[config.mk]
export PLATFORM = sky130hd
export DESIGN_NAME = mmul_in_loader
export DESIGN_NICKNAME = d
export VERILOG_FILES = /design/src/rtl/mmul_in_loader.sv
export SDC_FILE = /design/constraint.sdc
export NUM_CORES = 1
export LEC_CHECK = 0
export ABC_CLOCK_PERIOD_IN_PS = 8500
export BUFFER_PORTS_ARGS = -buffer_cell sky130_fd_sc_hd__buf_4
export CAP_MARGIN = 20
export CORE_MARGIN = 1.5
export CORE_UTILIZATION = 40
export CTS_CLUSTER_SIZE = 24
export DETAILED_ROUTE_END_ITERATION = 7
export PLACE_DENSITY = 0.68
export SLEW_MARGIN = 20
export SYNTH_ARGS = -nofsm -noshare
export SYNTH_HDL_FRONTEND = slang
export SYNTH_SLANG_ARGS = --single-unit
[constraint.sdc]
create_clock -name clk -period 8.5 [get_ports clk]
set_input_delay 0.85 -clock clk [delete_from_list [all_inputs] [get_ports clk]]
set_output_delay 0.85 -clock clk [all_outputs]
set_load 0.01 [all_outputs]
[src/rtl/mmul_in_loader.sv]
// mmul_in_loader: ping-pong buffer that turns a byte stream into 2x2 Q8.8 frames
// and hands them to the multiplier as an integer phase followed by a fraction phase.
module mmul_in_loader #(
  parameter int N = 2
) (
  input  logic       clk,
  input  logic       rst,
  input  logic [7:0] s_data,
  input  logic       s_valid,
  output logic       s_ready,
  input  logic       abort,
  input  logic       read_in1,
  input  logic       read_in2,
  output logic       in_rdy1,
  output logic       in_rdy2,
  output logic [7:0] A11,
  output logic [7:0] A12,
  output logic [7:0] A21,
  output logic [7:0] A22,
  output logic [7:0] B11,
  output logic [7:0] B12,
  output logic [7:0] B21,
  output logic [7:0] B22,
  output logic       busy,
  output logic [7:0] frame_cnt
);
  localparam int FRAME_BYTES = 4 * N * N;
  localparam int CELLS = 2 * N * N;
  localparam int IW = $clog2(FRAME_BYTES);
  typedef enum logic [2:0] {D_IDLE, D_INT, D_GAP, D_DEC, D_DONE} state_e;
  state_e state_q, state_d;
  logic [8*FRAME_BYTES-1:0] mem_q [2];
  logic [8*FRAME_BYTES-1:0] rd_data;
  logic [1:0] bank_full_q, bank_full_d;
  logic wr_bank_q, wr_bank_d, rd_bank_q, rd_bank_d;
  logic [IW-1:0] wr_idx_q, wr_idx_d;
  logic [7:0] frame_cnt_q, frame_cnt_d;
  logic in_rdy1_q, in_rdy1_d, in_rdy2_q, in_rdy2_d, busy_q, busy_d;
  logic [8*CELLS-1:0] cells_q, cells_d;
  logic accept, last, rel;
  always_comb begin
    s_ready = rst && !bank_full_q[wr_bank_q];
    accept = s_valid && s_ready && !abort;
    last = wr_idx_q == IW'(FRAME_BYTES - 1);
    rel = state_q == D_DONE && !abort;
    state_d = abort ? D_IDLE :
              state_q == D_IDLE ? (bank_full_q[rd_bank_q] ? D_INT : D_IDLE) :
              state_q == D_INT  ? (read_in1 ? D_GAP : D_INT) :
              state_q == D_GAP  ? D_DEC :
              state_q == D_DEC  ? (read_in2 ? D_DONE : D_DEC) : D_IDLE;
    wr_idx_d = abort ? '0 : wr_idx_q + IW'(accept);
    wr_bank_d = !abort && (wr_bank_q ^ (accept && last));
    rd_bank_d = !abort && (rd_bank_q ^ rel);
    bank_full_d = bank_full_q;
    if (rel) bank_full_d[rd_bank_q] = 1'b0;
    if (accept && last) bank_full_d[wr_bank_q] = 1'b1;
    if (abort) bank_full_d = '0;
    frame_cnt_d = frame_cnt_q + 8'(rel);
    in_rdy1_d = state_d == D_INT;
    in_rdy2_d = state_d == D_DEC;
    busy_d = state_d != D_IDLE;
    rd_data = mem_q[rd_bank_q];
    // cell k occupies stream bytes 2k (integer) and 2k+1 (fraction)
    cells_d = '0;
    for (int k = 0; k < CELLS; k++)
      cells_d[8*k +: 8] = in_rdy1_d ? rd_data[16*k +: 8] : in_rdy2_d ? rd_data[16*k+8 +: 8] : 8'h00;
  end
  always_ff @(posedge clk)
    if (accept) mem_q[wr_bank_q][8*wr_idx_q +: 8] <= s_data;
  always_ff @(posedge clk or negedge rst)
    if (!rst) begin
      state_q <= D_IDLE;
      bank_full_q <= '0;
      wr_bank_q <= 1'b0;
      rd_bank_q <= 1'b0;
      wr_idx_q <= '0;
      frame_cnt_q <= '0;
      in_rdy1_q <= 1'b0;
      in_rdy2_q <= 1'b0;
      busy_q <= 1'b0;
      cells_q <= '0;
    end else begin
      state_q <= state_d;
      bank_full_q <= bank_full_d;
      wr_bank_q <= wr_bank_d;
      rd_bank_q <= rd_bank_d;
      wr_idx_q <= wr_idx_d;
      frame_cnt_q <= frame_cnt_d;
      in_rdy1_q <= in_rdy1_d;
      in_rdy2_q <= in_rdy2_d;
      busy_q <= busy_d;
      cells_q <= cells_d;
    end
  assign in_rdy1 = in_rdy1_q;
  assign in_rdy2 = in_rdy2_q;
  assign busy = busy_q;
  assign frame_cnt = frame_cnt_q;
  assign {B22, B21, B12, B11, A22, A21, A12, A11} = cells_q;
endmodule

==> reports/results.txt <==
status: completed
Yosys top cell by area: edfxtp_1
die extent in x: 189 um
Cell Pwr Density: 213 nW/um^2
post-synth top area share: 0.558
VDD IR max: 0.124 mV
period utilization: 0.412
GR Overflow Total: 0
DR vias/cell: 5.56
FF+latch count, synth: 342
Post-Syn Area: 13800 um^2
total die area: 35500 um^2
placed cell area: 14800 um^2
first-pass GRT wire length: 49500 um
layout cell share with drive strength beyond 1: 0.187
WL/cell: 21.9 um
syn avg cell area: 14.4 um^2
Post-synth EDFFs: 256
time the worst path needs with I/O delays and setup: 3500 ps
CP Launch Type: register
initial antenna violation count: 1
max-slew violations: 0
largest net degree at the start of global routing: 99
final hold slack: 358 ps
sequential share of the synthesized area: 0.715
CTS Hold Bufs: 0
Cell Rows: 67
initial core utilization: 0.409
clk_lat worst skew: 520 ps
Least-Margin Pin Slew: 1080 ps
all-layer global routing usage: 0.186
Initial DRC Count: 871
crit end category: register
Setup Buffers After CTS: 0
DR vias: 8363
Post-DP HPWL: 20000 um
RSZ-0062 raised after global routing: false
FF-to-FF Start: wr_idx_q[0]
post-cts gate resize count: 0
Fin Clk Skew: 21.1 ps
final hold violations: 0
number of buffers created by CTS: 37
cell chosen for the clock root: clkbuf_16
antenna viol nets, final: 0
critical path startpoint: wr_idx_q[0]
DRC: 0
Yosys cell types: 41
Post-Synthesis Cells: 956
Worst-path clk slew: 60 ps
# clock sinks: 342
die height: 189 um
Hold/Removal Path Class: in -> async
Port-buffer cells: 89
CTS max path bufs: 3
CTS tree: yes
Mapped Nets: 977
Ys Warns: 0
H-tree Lvls: 2
Placer Congestion: 0.876
cell area after layout: 16100 um^2
Layout Nets: 1047
Max Fclk: 286 MHz
vias in the first global route: 8335
final setup vio count: 0
Max Fanout on Critical Path: 12
Rel. slew slack: 0.274
CP arrival: 3620 ps
core area: 33700 um^2
P&R area growth vs syn: 17.3%
max cap viols: 0
Req. time, crit path: 8620 ps
static leakage: 5.16 nW
TNS Setup: 0 ps
Crit Path Class: reg -> reg
overall routed net length: 32900 um
fin util: 0.479
Post-synth top flop: edfxtp_1
Async SR Flop Fraction: 0.251
io pins: 90
first drt pass iteration count: 8
total power: 3.43 mW
synth top area cells: edfxtp_1 (56%), dfrtp_1 (16%), mux2i_1 (4.9%)
cell usage after synthesis (3+ instances only):
cell,count
a2111oi_0,64
a211oi_1,60
a211oi_2,4
and4_1,3
buf_2,13
buf_4,4
buf_6,5
clkbuf_1,58
dfrtp_1,86
edfxtp_1,256
ha_1,7
inv_1,16
mux2i_1,67
nand2_1,22
nand3_1,10
nor2_1,73
nor2b_1,72
nor3_1,77
nor4_1,18
o21ai_0,5
xnor2_1,8
worst paths after layout:
kind | to | cells past startpoint | slack (ps)
max in group asynchronous | cells_q[48] | 2 | 7100
min in group clk | frame_cnt[7] | 1 | 500
max reg2reg | mem_q[1][118] | 6 | 5000
max | mem_q[1][118] | 6 | 5000
min | cells_q[52] | 1 | 360
min reg2reg | frame_cnt[7] | 1 | 500
registers in the layout (all words and copies together) (netlist names):
register and flops:
mem_q 256, cells_q 64, frame_cnt 8, wr_idx_q 4, state_q 3, bank_full_q 2, busy 1, in_rdy1 1
in_rdy2 1, rd_bank_q 1, wr_bank_q 1
kinds of logic (layout without fill, tap and decap cells):
group | count (synthesis) | in the layout | synth area share
buffers and inverters | 97 | 195 | 0.0314
flip-flops | 342 | 342 | 0.715
adder cells (fa/ha/maj) | 7 | 7 | 0.00636
XOR/XNOR | 10 | 10 | 0.00636
other | 0 | 2 | 0
AND/OR/NAND/NOR | 294 | 294 | 0.110
AO/OA/AOI/OAI | 138 | 138 | 0.0813
multiplexers | 68 | 68 | 0.0495
final cells by class:
| cell class | count | area, um^2 |
|---|---|---|
| Inverter | 16 | 60.1 |
| Sequential cell | 342 | 9840 |
| Fill cell | 2925 | 17600 |
| Timing Repair Buffer | 112 | 868 |
| Tap cell | 448 | 561 |
| Clock inverter | 18 | 178 |
| Clock buffer | 49 | 1030 |
| Multi-Input combinational cell | 517 | 3600 |
| Antenna cell | 2 | 5.00 |
where the power goes:
part	switching [mW]	internal (mW)	total, mW
registers	0.00120	1.78	1.78
clock network	0.630	0.947	1.58
logic	0.0576	0.0135	0.0711
total	0.688	2.74	3.43
stage by stage:
step | worst slack, ps | cells
2_1_floorplan | 5560 | 956
3_3_place_gp | 4430 | 1433
3_5_place_dp | 4350 | 1433
4_1_cts | 4790 | 1500
6_report | 5000 | 1504
5_1_grt | 4820 | 1502
cells in the final DEF, fill, tap and decap left out, drive strengths merged, types with 10 or more instances in the layout:
master	count
inv	18
nor2	73
buf	112
mux2i	67
nor3	77
a211oi	64
nand2	22
clkbuf	49
dfrtp	86
nand3	10
a2111oi	64
edfxtp	256
nor2b	72
nor4	18
metal layers:
layer,global-route usage,vias to the layer above,share of wire
met2,0.290,338,0.47
met4,0.0723,0,0.035
met1,0.257,4135,0.41
met3,0.0358,79,0.076
li1,-,3811,-
met5,0,-,0
critical path, cell delays in order (launching register included):
cell,delay (ps)
dfrtp_1,470
inv_1,130
ha_1,260
or3b_1,460
nand4b_1,610
buf_6,370
nor3_1,820
No activity file was read; power rests on OpenSTA's default activity.
